## src/rtl/regfile_wr_arbiter.sv

```systemverilog
`default_nettype none
// ============================================================================
// Module   : regfile_wr_arbiter
// Purpose  : Two-source (ALU / load) writeback FIFOs arbitrated onto the
//            register bank write port. Define ARB_FIXED_PRIO_EN for fixed B priority.
// Revision : 1.0
// ============================================================================
module regfile_wr_arbiter #(
   parameter int FIFO_DEPTH = 4,
   parameter int DATA_W     = 32,
   parameter int ADDR_W     = 5
) (
   input  logic                   clk,
   input  logic                   rst_n,
   input  logic                   flush,
   input  logic                   a_valid,
   output logic                   a_ready,
   input  logic [ADDR_W-1:0]      a_dir,
   input  logic [DATA_W-1:0]      a_data,
   input  logic                   b_valid,
   output logic                   b_ready,
   input  logic [ADDR_W-1:0]      b_dir,
   input  logic [DATA_W-1:0]      b_data,
   output logic                   wr_en,
   output logic [ADDR_W-1:0]      wr_dir,
   output logic [DATA_W-1:0]      wr_data,
   output logic [2**ADDR_W-1:0]   pend_mask,
   output logic                   idle
);

   localparam int c_ptr_w = (FIFO_DEPTH > 1) ? $clog2(FIFO_DEPTH) : 1;
   localparam int c_cnt_w = c_ptr_w + 1;

   // Index 0 is source A, index 1 is source B throughout.
   logic [ADDR_W-1:0]   r_dir_mem  [2][FIFO_DEPTH];
   logic [DATA_W-1:0]   r_data_mem [2][FIFO_DEPTH];
   logic [c_ptr_w-1:0]  r_wp  [2];
   logic [c_ptr_w-1:0]  r_rp  [2];
   logic [c_cnt_w-1:0]  r_cnt [2];

   logic [ADDR_W-1:0]   w_in_dir  [2];
   logic [DATA_W-1:0]   w_in_data [2];
   logic [1:0]          w_valid;
   logic [1:0]          w_ne;
   logic [1:0]          w_full;
   logic [1:0]          w_push;
   logic [1:0]          w_pop;
   logic                w_grant;
   logic                w_grant_b;
   logic [ADDR_W-1:0]   w_head_dir;
   logic [DATA_W-1:0]   w_head_data;
   logic [2**ADDR_W-1:0] w_pend;
   logic [c_ptr_w-1:0]  w_off;

   logic                r_wr_en;
   logic [ADDR_W-1:0]   r_wr_dir;
   logic [DATA_W-1:0]   r_wr_data;

   assign w_in_dir[0]  = a_dir;
   assign w_in_dir[1]  = b_dir;
   assign w_in_data[0] = a_data;
   assign w_in_data[1] = b_data;
   assign w_valid      = {b_valid, a_valid};

   for (genvar s = 0; s < 2; s++) begin : g_src
      assign w_ne[s]   = (r_cnt[s] != '0);
      assign w_full[s] = (r_cnt[s] == c_cnt_w'(FIFO_DEPTH));
   end

   // Ready comes from registered occupancy only, never from this cycle's pop.
   assign a_ready = ~w_full[0];
   assign b_ready = ~w_full[1];
   assign w_push  = w_valid & ~w_full & {2{~flush}};

`ifdef ARB_FIXED_PRIO_EN
   assign w_grant_b = w_ne[1];
`else
   logic r_ptr_b;

   assign w_grant_b = w_ne[1] & (~w_ne[0] | r_ptr_b);

   always_ff @(posedge clk or negedge rst_n) begin
      if (!rst_n)
         r_ptr_b <= 1'b0;
      else if (flush)
         r_ptr_b <= 1'b0;
      else if (&w_ne)
         r_ptr_b <= ~w_grant_b;
   end
`endif

   assign w_grant     = |w_ne;
   assign w_pop       = {w_grant_b, w_ne[0] & ~w_grant_b} & {2{~flush}};
   assign w_head_dir  = w_grant_b ? r_dir_mem[1][r_rp[1]]  : r_dir_mem[0][r_rp[0]];
   assign w_head_data = w_grant_b ? r_data_mem[1][r_rp[1]] : r_data_mem[0][r_rp[0]];

   always_ff @(posedge clk or negedge rst_n) begin
      if (!rst_n) begin
         for (int s = 0; s < 2; s++) begin
            r_wp[s]  <= '0;
            r_rp[s]  <= '0;
            r_cnt[s] <= '0;
         end
      end else if (flush) begin
         for (int s = 0; s < 2; s++) begin
            r_wp[s]  <= '0;
            r_rp[s]  <= '0;
            r_cnt[s] <= '0;
         end
      end else begin
         for (int s = 0; s < 2; s++) begin
            if (w_push[s])
               r_wp[s] <= r_wp[s] + c_ptr_w'(1);
            if (w_pop[s])
               r_rp[s] <= r_rp[s] + c_ptr_w'(1);
            if (w_push[s] && !w_pop[s])
               r_cnt[s] <= r_cnt[s] + c_cnt_w'(1);
            else if (!w_push[s] && w_pop[s])
               r_cnt[s] <= r_cnt[s] - c_cnt_w'(1);
         end
      end
   end

   always_ff @(posedge clk) begin
      for (int s = 0; s < 2; s++) begin
         if (w_push[s]) begin
            r_dir_mem[s][r_wp[s]]  <= w_in_dir[s];
            r_data_mem[s][r_wp[s]] <= w_in_data[s];
         end
      end
   end

   // Writes to register 0 are consumed but never strobe the bank.
   always_ff @(posedge clk or negedge rst_n) begin
      if (!rst_n) begin
         r_wr_en   <= 1'b0;
         r_wr_dir  <= '0;
         r_wr_data <= '0;
      end else if (flush) begin
         r_wr_en   <= 1'b0;
      end else if (w_grant) begin
         r_wr_en   <= |w_head_dir;
         r_wr_dir  <= w_head_dir;
         r_wr_data <= w_head_data;
      end else begin
         r_wr_en   <= 1'b0;
      end
   end

   always_comb begin
      w_pend = '0;
      w_off  = '0;
      for (int s = 0; s < 2; s++) begin
         for (int i = 0; i < FIFO_DEPTH; i++) begin
            w_off = c_ptr_w'(i) - r_rp[s];
            if ({1'b0, w_off} < r_cnt[s])
               w_pend[r_dir_mem[s][i]] = 1'b1;
         end
      end
      w_pend[0] = 1'b0;
   end

   assign wr_en     = r_wr_en;
   assign wr_dir    = r_wr_dir;
   assign wr_data   = r_wr_data;
   assign pend_mask = w_pend;
   assign idle      = ~(|w_ne) & ~r_wr_en;

endmodule
`default_nettype wire

```

## config.mk

```make
export PLATFORM = sky130hd
export DESIGN_NAME = regfile_wr_arbiter
export DESIGN_NICKNAME = d
export VERILOG_FILES = /design/src/rtl/regfile_wr_arbiter.sv
export SDC_FILE = /design/constraint.sdc
export NUM_CORES = 1
export LEC_CHECK = 0
export ABC_AREA = 1
export CAP_MARGIN = 15
export CORE_ASPECT_RATIO = 1.25
export CORE_MARGIN = 4
export CORE_UTILIZATION = 55
export CTS_BUF_LIST = sky130_fd_sc_hd__clkbuf_8
export CTS_CLUSTER_DIAMETER = 80
export CTS_CLUSTER_SIZE = 40
export DETAILED_ROUTE_END_ITERATION = 8
export PLACE_DENSITY = 0.77
export SLEW_MARGIN = 20
export SYNTH_ARGS = -nofsm -noshare
export SYNTH_HDL_FRONTEND = slang
export SYNTH_SLANG_ARGS = --single-unit
export TNS_END_PERCENT = 5
```

## constraint.sdc

```tcl
create_clock -name clk -period 7.6 [get_ports clk]
set_clock_uncertainty 0.2 [all_clocks]
set_input_delay 0.76 -clock clk [delete_from_list [all_inputs] [get_ports clk]]
set_output_delay 0.76 -clock clk [all_outputs]
set_load 0.02 [all_outputs]
```

# Word level (Yosys, flattened, before mapping)
# Memory sizes are Yosys's and may differ from the RTL's.
# Index checks and enable logic that the tools add are counted.
[op_classes]
addsub = 16
magnitude_cmp = 30
eq_ne = 2
mux = 67
n_bitwise = 26
reduce_logical = 31
[ops]
columns = ["op", "n"]
rows = [
  ["32-bit two-way mux", 15],
  ["128-bit two-way mux", 2],
  ["32-bit OR", 7],
  ["32-bit binary-select mux with 2-bit select", 2],
  ["32-bit demux with 2-bit select", 2],
  ["5-bit by 6-bit < comparator with 1-bit output (second input constant)", 8],
  ["1-bit demux with 5-bit select", 8],
  ["5-bit by 1-bit >= comparator with 1-bit output (second input constant)", 8],
  ["20-bit two-way mux", 2],
  ["5-bit two-way mux", 7],
  ["2-bit by 3-bit < comparator with 1-bit output", 8],
  ["5-bit binary-select mux with 2-bit select", 2],
  ["5-bit demux with 2-bit select", 2],
  ["1-bit logical AND", 14],
  ["1-bit two-way mux", 14],
  ["3-bit >= comparator (second input constant)", 4],
  ["3-bit two-way mux", 4],
  ["2-bit inverter with 3-bit output", 4],
  ["3-bit nonzero test", 4],
  ["2-bit nonzero test", 5],
  ["2-bit by 1-bit adder with 2-bit output (second input constant)", 4],
  ["2-bit two-way mux", 4],
  ["4-bit two-way mux", 2],
  ["1-bit by 2-bit subtractor with 2-bit output (first input constant)", 4],
  ["other kinds (15)", 36],
]
[totals]
ff_bits = 53
mem_bits_rw = 296
out_inout_bits = 73
mem_count = 2
[mem_list]
columns = ["memory", "words", "word_bits", "rd", "rd_ports_with_merged_regs", "write_ports", "line_no", "source"]
rows = [
  ["r_data_mem", 2, 128, 2, 0, 2, "36", "logic [DATA_W-1:0] r_data_mem [2][FIFO_DEPTH];"],
  ["r_dir_mem", 2, 20, 2, 0, 2, "35", "logic [ADDR_W-1:0] r_dir_mem [2][FIFO_DEPTH];"],
]

# Longest topological paths before layout
# Gate-level depths: netlist (run 1).
# An unclocked memory read counts as a cell.
[logic_depth]
depth_word = 20
depth_mapped = 15

# Least setup slack after synthesis (run 1)
# No wires, ideal clock.
[synth_path]
path_type = "input to register"
start = "input port a_valid"
end = "memory r_data_mem[0][0] in the netlist's numbering (enable)"
arrival_ns = 2.660
slack_ns = 4.309
path_stages = 4
n_path_buf = 0
cell_sequence = "nand2_1 -> nor2_2 -> inv_1 -> nor2_1"
[synth_lines]
columns = ["item", "line_no", "source"]
rows = [
  ["start: declaration", "16", "input logic a_valid,"],
  ["end: declaration", "36", ""],
]

# Final worst setup path (run 1)
[layout_path]
start = "register r_rp[1] in the netlist's numbering"
end = "output port pend_mask[11]"
[layout_between]
elab_chain_cells = 9
[layout_rtl]
columns = ["item", "line_no", "source"]
rows = [
  ["start: declaration", "38", "logic [c_ptr_w-1:0] r_rp [2];"],
  ["start signal: indexed assignment", "115", "r_rp[s] <= r_rp[s] + c_ptr_w'(1);"],
  ["1-bit by 2-bit subtractor with 2-bit output", "155", "w_off = c_ptr_w'(i) - r_rp[s];"],
  ["2-bit by 3-bit < comparator with 1-bit output", "156", "if ({1'b0, w_off} < r_cnt[s])"],
  ["32-bit two-way mux", "156", ""],
  ["32-bit OR (no source line)", "n/a", ""],
  ["32-bit two-way mux", "156", ""],
  ["32-bit OR (no source line)", "n/a", ""],
  ["32-bit two-way mux", "156", ""],
  ["32-bit OR (no source line)", "n/a", ""],
  ["32-bit two-way mux (*)", "156", ""],
  ["end: declaration", "27", "output logic [2**ADDR_W-1:0] pend_mask,"],
]
# Mark *: on every way between the ends. The rest lies on a longest branch, timed or not.

==> results of run 1 <==
[flip-flops by register name, indices dropped and copies added, names as in the netlist]
name,cells
wr_data,32
r_wp,4
wr_dir,5
r_rp,4
r_data_mem,256
r_ptr_b,1
wr_en,1
r_cnt,6
r_dir_mem,40
[path summary, 6_finish.rpt]
check | from | to
setup / recovery | r_rp[1]$_DFFE_PN0P_ | pend_mask[11]
hold / removal | rst_n | r_cnt[4]$_DFFE_PN0P_
setup reg to reg | r_cnt[2]$_DFFE_PN0P_ | r_cnt[5]$_DFFE_PN0P_
hold reg to reg | wr_data[22]$_DFFE_PN0P_ | wr_data[22]$_DFFE_PN0P_
max in group asynchronous | rst_n | wr_data[8]$_DFFE_PN0P_
min in group clk | wr_data[22]$_DFFE_PN0P_ | wr_data[22]$_DFFE_PN0P_
[synthesized netlist by cell type, types with 3 or more instances]
library cell,instances
a21oi_1,55
a22oi_1,39
buf_2,35
buf_4,12
buf_6,6
clkbuf_1,8
dfrtp_1,53
edfxtp_1,296
ha_1,16
inv_1,161
inv_2,6
nand2_1,436
nand2_2,10
nand3_1,198
nand3_2,3
nand3b_1,3
nand4_1,66
nor2_1,169
nor2_2,15
nor3_1,51
nor3_2,3
o21ai_0,47
o21ai_1,6
[power by group]
group / switching, µW / total, µW / internal, µW
clock: 499 / 664 / 165
sequential: 153 / 2460 / 2300
combinational: 1800 / 2620 / 822
[metrics by stage]
| stage | setup WS [ns] | instance area, µm² | power (µW) | hold WS [ns] |
|---|---|---|---|---|
| finish | 3.09 | 18700 | 5740 | 0.0995 |
| global route | 2.82 | 18700 | 6060 | 0.141 |
| floorplan | 4.31 | 16600 | 4100 | 0.264 |
| global placement | 3.82 | 18400 | 5020 | 0.265 |
| detailed placement | 3.76 | 18400 | 5080 | 0.266 |
| CTS | 3.11 | 18600 | 5720 | 0.124 |
[per-layer routing]
metal  up-vias  global-route usage (%)  part of all wire [%]
met5         -                       0                 0.027
met4         2                    10.8                   4.2
met3       102                    2.39                   6.7
met2       602                    51.4                    52
met1      6199                    36.1                    37
li1       6075                       -                     -
[layout make-up]
cell class,instances,area [µm²],area share (%)
timing repair buffer,169,1660,8.89
tap,396,495,2.65
clock inverter,7,38.8,0.208
inverter,170,643,3.45
clock buffer,13,179,0.959
antenna,1,2.50,0.0134
multi-input combinational,1132,5430,29.1
sequential,349,10200,54.7
[cell families after synthesis]
family	count (synthesis)	synth area share, %
AO/OA/AOI/OAI	153	5.35
XOR/XNOR	1	0.0528
AND/OR/NAND/NOR	959	25.5
adder cells (fa/ha/maj)	18	1.45
other	1	0.0226
flip-flops	349	61.6
buffers and inverters	233	6.11
==> flow_metrics.tcl, run 1 <==
set metrics [dict create \
    path_delay_family "simple AND/OR/NAND/NOR gates" \
    grt_setup_unrepaired "no" \
    start_util_pct 56.2 \
    grt_first_pass_wirelength_um 72400 \
    vdd_drop_max_mv 0.246 \
    outcome "completed" \
    die_h_um 202 \
    r2r_cells 13 \
    via_per_inst 5.80 \
    die-area_um2 33000 \
    num_vias 12980 \
    root_buffer "clkbuf_8" \
    worstSetupPathDepth 11 \
    antenna_found_initial 1 \
    fin_setup_tns_ns 0 \
    criticalPathCategory "register to output port" \
    ios 152 \
    path_clk_slew_ns 0.22 \
    layout_common_cells "nand2_1 (436), edfxtp_1 (296), nand3_1 (198)" \
    r2r_slack_ns 4.56 \
    synthArstFlopShare_pct 15.2 \
    worst-path-buf-inv 2 \
    synth_nets 1811 \
    wl_per_cell_um 21.6 \
    syn-cell-area_um2 16600 \
    final_layout_size_suffix_gt1_share_pct 4.95 \
    worstHoldPathType "input pin to async pin" \
    fmax_mhz 222 \
    syn_to_final_growth_pct 12.5 \
    ctsResizeCount 0 \
    place_hpwl_um 33600 \
    cp-end-kind "output port" \
    chipWidth_um 163 \
    firstDrtPassIters 7 \
    yosysTopAreaCellShare_pct 53.6 \
    postSynthAreaPerCell_um2 9.68 \
    cp_max_fo 16 \
    p_leak_uw 0.00720 \
    cts_made_buffers 12 \
    min_period_ns 4.51 \
    critPathLaunchType "register" \
    clk_latency_ns 0.57 \
    cts_max_level 1 \
    period_share_pct 59.4 \
    slowest_delay_ns 0.70 \
    yosysSeqAreaShare_pct 61.6 \
    power_density_nw_per_um2 307 \
    core_area_um2 29500 \
    overflow 0 \
    drv_cap 0 \
    tightest_slew_ns 0.987 \
    synth_area_leader_cell "edfxtp_1" \
    finalNonFillerCells 2237 \
    final_common_cell "nand2_1" \
    yosys_warnings 0 \
    drt_iter0_markers 1389 \
    final_util_pct 63.2 \
    rows 70 \
    placed_cells 2215 \
    ys.flop_type "edfxtp_1" \
    report.final.setup_viol 0 \
    grt_use_total_pct 28.6 \
    wl_um 48200 \
    fillerInstances 2482 \
    relSlewSlack_pct 34.0 \
    synth_edf_count 296 \
    crit_chain "inv_1, ha_1, nor2_1, nand2_1, nand2_1, nor2_1, nand2_1, nand2_1, nor2_1, nand3_1, clkdlybuf4s50_1" \
    crit_top_cell "nand2_1" \
    cts_buffer_depth 3 \
    ys_ff_latch 349 \
    ant_nets 0 \
    place.gp.congestion 1.02 \
    cp_data_required_time_ns 6.64 \
    synth.area.top_cells "edfxtp_1 (54%), nand2_1 (9.9%), dfrtp_1 (8.0%)" \
    cp_slowest_cell "dfrtp_1" \
    drc 0 \
    critPathArrivalTime_ns 3.55 \
    syn-instance-count 1714 \
    first_global_vias 12533 \
    clock_sinks 349 \
    ctsHoldBuffers 0 \
    cts_tree "done" \
    postCtsSetupBuffers 0 \
    hold_viol_final 0 \
    portBuffers 150 \
    grt_start_max_net_pins 54 \
    fin_nets 1931 \
    maxSlewViolCount 0 \
    ys_types 38 \
]
(Power assumes the default switching activity.)
==> run 2: changes to the inputs <==
- clock period: 7.6 -> 4.4 ns (I/O delays scaled with it)
==> run 2 against run 1 <==
  * Non-clock buffer count is 3 higher
  * Cell area is 0.48% higher
  * Hold slack better by 0.12 ns
  * Sequential cell count stayed put
  * Sequential share of layout area is 0.25 points lower
  * Critical path depth is 2 higher
  * First-iteration DRC count is 11% lower
  * Global-route usage is 1.8 points higher
  * Clock-buffer cell count stayed put
  * Combinational power is 76% higher
  * Largest cell class unchanged
  * Largest power group unchanged
==> flow_metrics.tcl, run 2 (synthesis gave the netlist of run 1 again) <==
set metrics [dict create \
    outcome "completed" \
    final_common_cell "nand2_1" \
    critPathArrivalTime_ns 3.48 \
    chipWidth_um 163 \
    die_h_um 202 \
    antenna_found_initial 4 \
    pre_cts_ws_ns 0.835 \
    critPathLaunchType "register" \
    wl_per_cell_um 22.7 \
    die-area_um2 33000 \
    cp-end-kind "output port" \
    setup_ws_ns 0.281 \
    ant_nets 0 \
    num_vias 13138 \
    cp_data_required_time_ns 3.76 \
    firstDrtPassIters 6 \
    power_density_nw_per_um2 537 \
    p_leak_uw 0.00722 \
    r2r_cells 7 \
    drc 0 \
    start_util_pct 56.2 \
    period_share_pct 93.6 \
    r2r_slack_ns 1.52 \
    cts_max_level 1 \
    overflow 0 \
    grt_start_max_net_pins 44 \
    core_area_um2 29500 \
    grt_use_total_pct 30.4 \
    clk_latency_ns 0.59 \
    grt_setup_unrepaired "no" \
    cts_buffer_depth 3 \
    syn_to_final_growth_pct 13.0 \
    first_global_vias 13210 \
    min_period_ns 4.12 \
    layout_common_cells "nand2_1 (435), edfxtp_1 (296), nand3_1 (197)" \
    criticalPathCategory "register to output port" \
    via_per_inst 5.86 \
    tightest_slew_ns 0.860 \
    hold_viol_final 0 \
    rows 70 \
    maxSlewViolCount 0 \
    worstHoldPathType "input pin to async pin" \
    wl_um 50900 \
    drv_cap 0 \
    r2r_end "wr_data[31]$_DFFE_PN0P_" \
    cp_max_fo 25 \
    portBuffers 150 \
    final_layout_size_suffix_gt1_share_pct 5.37 \
    fin_nets 1935 \
    drt_iter0_markers 1240 \
    root_buffer "clkbuf_8" \
    place_hpwl_um 36800 \
    fin_setup_tns_ns 0 \
    cts_made_buffers 13 \
    reg2reg_from "r_cnt[4]$_DFFE_PN0P_" \
    vdd_drop_max_mv 0.441 \
    largest_register_ffs 256 \
    cts_tree "done" \
    clock_sinks 349 \
    report.final.setup_viol 0 \
    ios 152 \
    grt_first_pass_wirelength_um 76900 \
    place.gp.congestion 0.996 \
    path_clk_slew_ns 0.22 \
    fmax_mhz 243 \
    relSlewSlack_pct 42.6 \
]
## run 2: timing repair
item	CTS	global route
buffers inserted	0	0
setup endpoints to repair	0	16
hold buffers	1	0
resized for setup	0	6
endpoints found under the hold margin	24	0
## run 2: critical path: stages, from the launching register on
cell	delay [ns]
dfrtp_1	0.43
buf_6	0.24
nand2_1	0.18
nand2_1	0.13
inv_1	0.06
ha_1	0.27
nand3_1	0.10
nand2_2	0.13
nor2_2	0.24
inv_1	0.16
o21ai_0	0.19
nor2_1	0.11
nand2_1	0.07
clkdlybuf4s50_1	0.59
## run 2: worst max-delay path by stage
stage,endpoint,start
final,pend_mask[20],r_rp[1]$_DFFE_PN0P_
after global routing,pend_mask[20],r_rp[1]$_DFFE_PN0P_
after detailed placement,pend_mask[17],r_rp[1]$_DFFE_PN0P_
after global placement,pend_mask[15],r_rp[1]$_DFFE_PN0P_
after CTS,pend_mask[17],r_rp[1]$_DFFE_PN0P_
after floorplan,r_data_mem[0][0]$_DFFE_PP_,r_cnt[4]$_DFFE_PN0P_
## run 2: cell type report
class                   count  area, µm²
multi-input cells        1132       5440
clock inverters             9       90.1
flip-flops and latches    349      10200
clock buffers              13        179
diodes                      2       5.00
well taps                 396        495
inverters                 170        643
repair buffers            172       1680
fillers                  2451      10800
## run 2: through the flow
step	util [%]	cell area [µm²]	instances	total power [µW]	hold WS, ns
2_1_floorplan	-	16600	1714	7080	-0.0556
3_3_place_gp	62.5	18500	2218	8760	0.265
3_5_place_dp	62.5	18500	2218	8870	0.266
4_1_cts	63.5	18700	2241	10100	0.209
5_1_grt	63.5	18800	2243	10600	0.217
6_report	63.5	18800	2243	10100	0.218
## run 2: report_power, final
| group | internal, µW | switching (µW) | total [µW] |
|---|---|---|---|
| Sequential | 3980 | 256 | 4230 |
| Clock | 311 | 927 | 1240 |
| Combinational | 1410 | 3190 | 4610 |
## run 2: metal layers
layer	share of wire (%)	vias to the layer above	GRT usage [%]	wire [µm]
met2	52	589	54.1	26500
met1	35	6339	35.6	18000
li1	-	6077	-	-
met4	6.2	4	16.6	3160
met3	6.2	129	3.65	3170
met5	0.037	-	0	19
==> run 3: changes to the inputs <==
- ABC_AREA: 1 -> unset
- CORE_MARGIN: 4 -> 2
- PLACE_DENSITY: 0.77 -> 0.85
==> run 3 against run 2 <==
  * Hold slack improved by 0.049 ns
  * Sequential power rose by 1%
  * First-iteration DRC count fell by 20%
  * Sequential cell count did not move
  * Register-to-register slack got worse by 0.35 ns
  * Combinational power fell by 14%
  * Setup slack got worse by 0.076 ns
  * Global-route usage fell by 2.6 points
  * Power fell by 6.2%
  * Clock-buffer cell count did not move
==> flow_metrics.tcl, run 3 <==
set metrics [dict create \
    outcome "completed" \
    sw_frac_of_total_pct 36.5 \
    combPwrFrac_pct 41.9 \
    p_seq_share_pct 45.3 \
    synth_nets 1096 \
    yosys_warnings 0 \
    cts_tree "done" \
    tightest_slew_ns 0.989 \
    place_hpwl_um 30000 \
    reg2reg_from "r_cnt[5]$_DFFE_PN0P_" \
    portBuffers 150 \
    yosysMostFrequentCell "edfxtp_1" \
    clk_latency_ns 0.58 \
    synth.area.top_cells "edfxtp_1 (56%), mux4_2 (11%), dfrtp_1 (8.4%)" \
    firstDrtPassIters 7 \
    die_h_um 193 \
    p_leak_uw 0.00592 \
    cts_max_level 1 \
    power_density_nw_per_um2 528 \
    fin_setup_tns_ns 0 \
    min_period_ns 4.20 \
    worstHoldStart "b_data[24]" \
    syn-instance-count 999 \
    placed_cells 1468 \
    criticalPathCategory "register to output port" \
    cts_made_buffers 13 \
    drc 0 \
    ys_top_cells_by_count "edfxtp_1 (296), o22ai_1 (123), mux4_2 (74)" \
    fmax_mhz 238 \
    cp_max_fo 8 \
    clock_sinks 349 \
    power.share.clock_pct 12.8 \
    ios 152 \
    vdd_drop_max_mv 0.446 \
    report.final.setup_viol 0 \
    final_layout_size_suffix_gt1_share_pct 15.9 \
    finalNonFillerCells 1491 \
    die-area_um2 30100 \
    fillerInstances 2027 \
    first_global_vias 10227 \
    cp_slowest_cell "clkdlybuf4s50_1" \
    ys.flop_type "edfxtp_1" \
    critPathArrivalTime_ns 3.56 \
    grt_start_max_net_pins 65 \
    postSynthAreaPerCell_um2 15.8 \
    period_share_pct 95.3 \
    via_per_inst 6.74 \
    overflow 0 \
    drt_iter0_markers 992 \
    hold_viol_final 0 \
    critPathLaunchType "register" \
    wl_per_cell_um 28.4 \
    grt_setup_unrepaired "no" \
    slowest_delay_ns 0.56 \
    layout_common_cells "edfxtp_1 (296), clkdlybuf4s50_1 (149), o22ai_1 (123)" \
    relSlewSlack_pct 34.1 \
    antenna_found_initial 0 \
    grt_first_pass_wirelength_um 62600 \
    postCtsSetupBuffers 0 \
    maxSlewViolCount 0 \
    cp_data_required_time_ns 3.76 \
    core_area_um2 28300 \
    syn-cell-area_um2 15800 \
    rows 69 \
    place.gp.congestion 0.969 \
    chipWidth_um 155 \
    yosysSeqAreaShare_pct 64.8 \
    grt_use_total_pct 27.8 \
    wl_um 42300 \
    path_clk_slew_ns 0.21 \
    ys_types 54 \
    syn_to_final_growth_pct 13.5 \
    antenna_cells 0 \
    start_util_pct 55.7 \
    worstHoldPathType "input pin to register" \
    num_vias 10054 \
    path_delay_family "compound AO/OA/AOI/OAI gates" \
    power_switching_uw 3450 \
    cts_buffer_depth 3 \
    synthArstFlopShare_pct 15.2 \
    p_int_uw 6000 \
    fin_nets 1226 \
    synth_area_leader_cell "edfxtp_1" \
    critPathLaunch "r_rp[1]$_DFFE_PN0P_" \
    worst-path-buf-inv 2 \
    root_buffer "clkbuf_8" \
    yosysTopAreaCellShare_pct 56.3 \
    drv_cap 0 \
    final_common_cell "edfxtp_1" \
    largest_register_ffs 256 \
    synth_edf_count 296 \
    final_util_pct 63.3 \
    ys_ff_latch 349 \
    crit_chain "xor2_1, inv_1, ha_1, a21oi_4, o211ai_1, o22ai_1, or4_1, clkdlybuf4s50_1" \
    cp-end-kind "output port" \
    ant_nets 0 \
]
## run 3: cell count changes in the layout (fill, tap and decap cells not counted), sizes merged, moves of 20 or more
| cell | before | now |
|---|---|---|
| nand2 | 447 | 16 |
| nand3 | 202 | 15 |
| inv | 175 | 22 |
| nor2 | 186 | 60 |
| o22ai | 2 | 123 |
| mux4 | 0 | 74 |
| nand4 | 66 | 4 |
| o21ai | 55 | 4 |
| nor3 | 54 | 6 |
| a22oi | 39 | 0 |
| mux2i | 0 | 38 |
| or4 | 0 | 31 |
| o211ai | 0 | 24 |
| nand2b | 0 | 20 |
## run 3: layer usage
metal	share of wire [%]	global-route usage (%)
met5	0	0
met4	4.5	11.8
met3	7.4	4.05
met2	50	46.1
met1	39	37.0
## run 3: power by group through the flow
stage / registers [µW] / clock network [µW] / logic (µW)
after detailed placement: 4350 / 0 / 3960
after floorplan: 4440 / 0 / 2470
final: 4280 / 1210 / 3960
after CTS: 4280 / 1230 / 3980
after global placement: 4330 / 0 / 3890
after global routing: 4320 / 1320 / 4220
## run 3: layout make-up
| type | count | area (µm²) | area share [%] |
|---|---|---|---|
| Clock inverter | 9 | 80.1 | 0.447 |
| Timing Repair Buffer | 176 | 1690 | 9.46 |
| Sequential cell | 349 | 10200 | 57.1 |
| Clock buffer | 13 | 179 | 0.999 |
| Tap cell | 355 | 444 | 2.48 |
| Inverter | 17 | 63.8 | 0.356 |
| Multi-Input combinational cell | 572 | 5230 | 29.2 |
## run 3: worst paths after layout
| kind | cells past startpoint | slack, ns | to |
|---|---|---|---|
| worst max-delay path | 8 | 0.20 | pend_mask[12] |
| worst min-delay path | 1 | 0.27 | r_data_mem[0][184]$_DFFE_PP_ |
| worst max register to register | 6 | 1.17 | wr_en$_DFF_PN0_ |
| worst min register to register | 2 | 0.36 | wr_data[20]$_DFFE_PN0P_ |
| max in group asynchronous | 3 | 2.71 | wr_data[4]$_DFFE_PN0P_ |
| min in group asynchronous | 2 | 0.32 | wr_data[24]$_DFFE_PN0P_ |
## run 3: logic make-up after synthesis
logic type / share of synthesized area, %
other cells: 0.0238
mux: 13.0
compound gates: 9.95
simple gates: 7.83
xor+xnor: 0.714
fa+ha+maj: 1.52
flops: 64.8
buf+inv: 2.22
## run 3: metrics by stage
step                      setup WS (ns)  total power [µW]  hold slack [ns]  cell area [µm²]
after floorplan                    1.14              6900          -0.0556            15800
after global placement            0.895              8220            0.309            17600
after detailed placement          0.887              8310            0.321            17600
after CTS                         0.230              9480            0.244            17900
after global routing             0.0440              9860            0.230            17900
final                             0.205              9450            0.266            17900
## run 3: repair_timing
action / 4_1_cts / 5_1_grt
hold buffers: 1 / 0
gates resized for setup: 0 / 0
endpoints found under the hold margin: 33 / 0
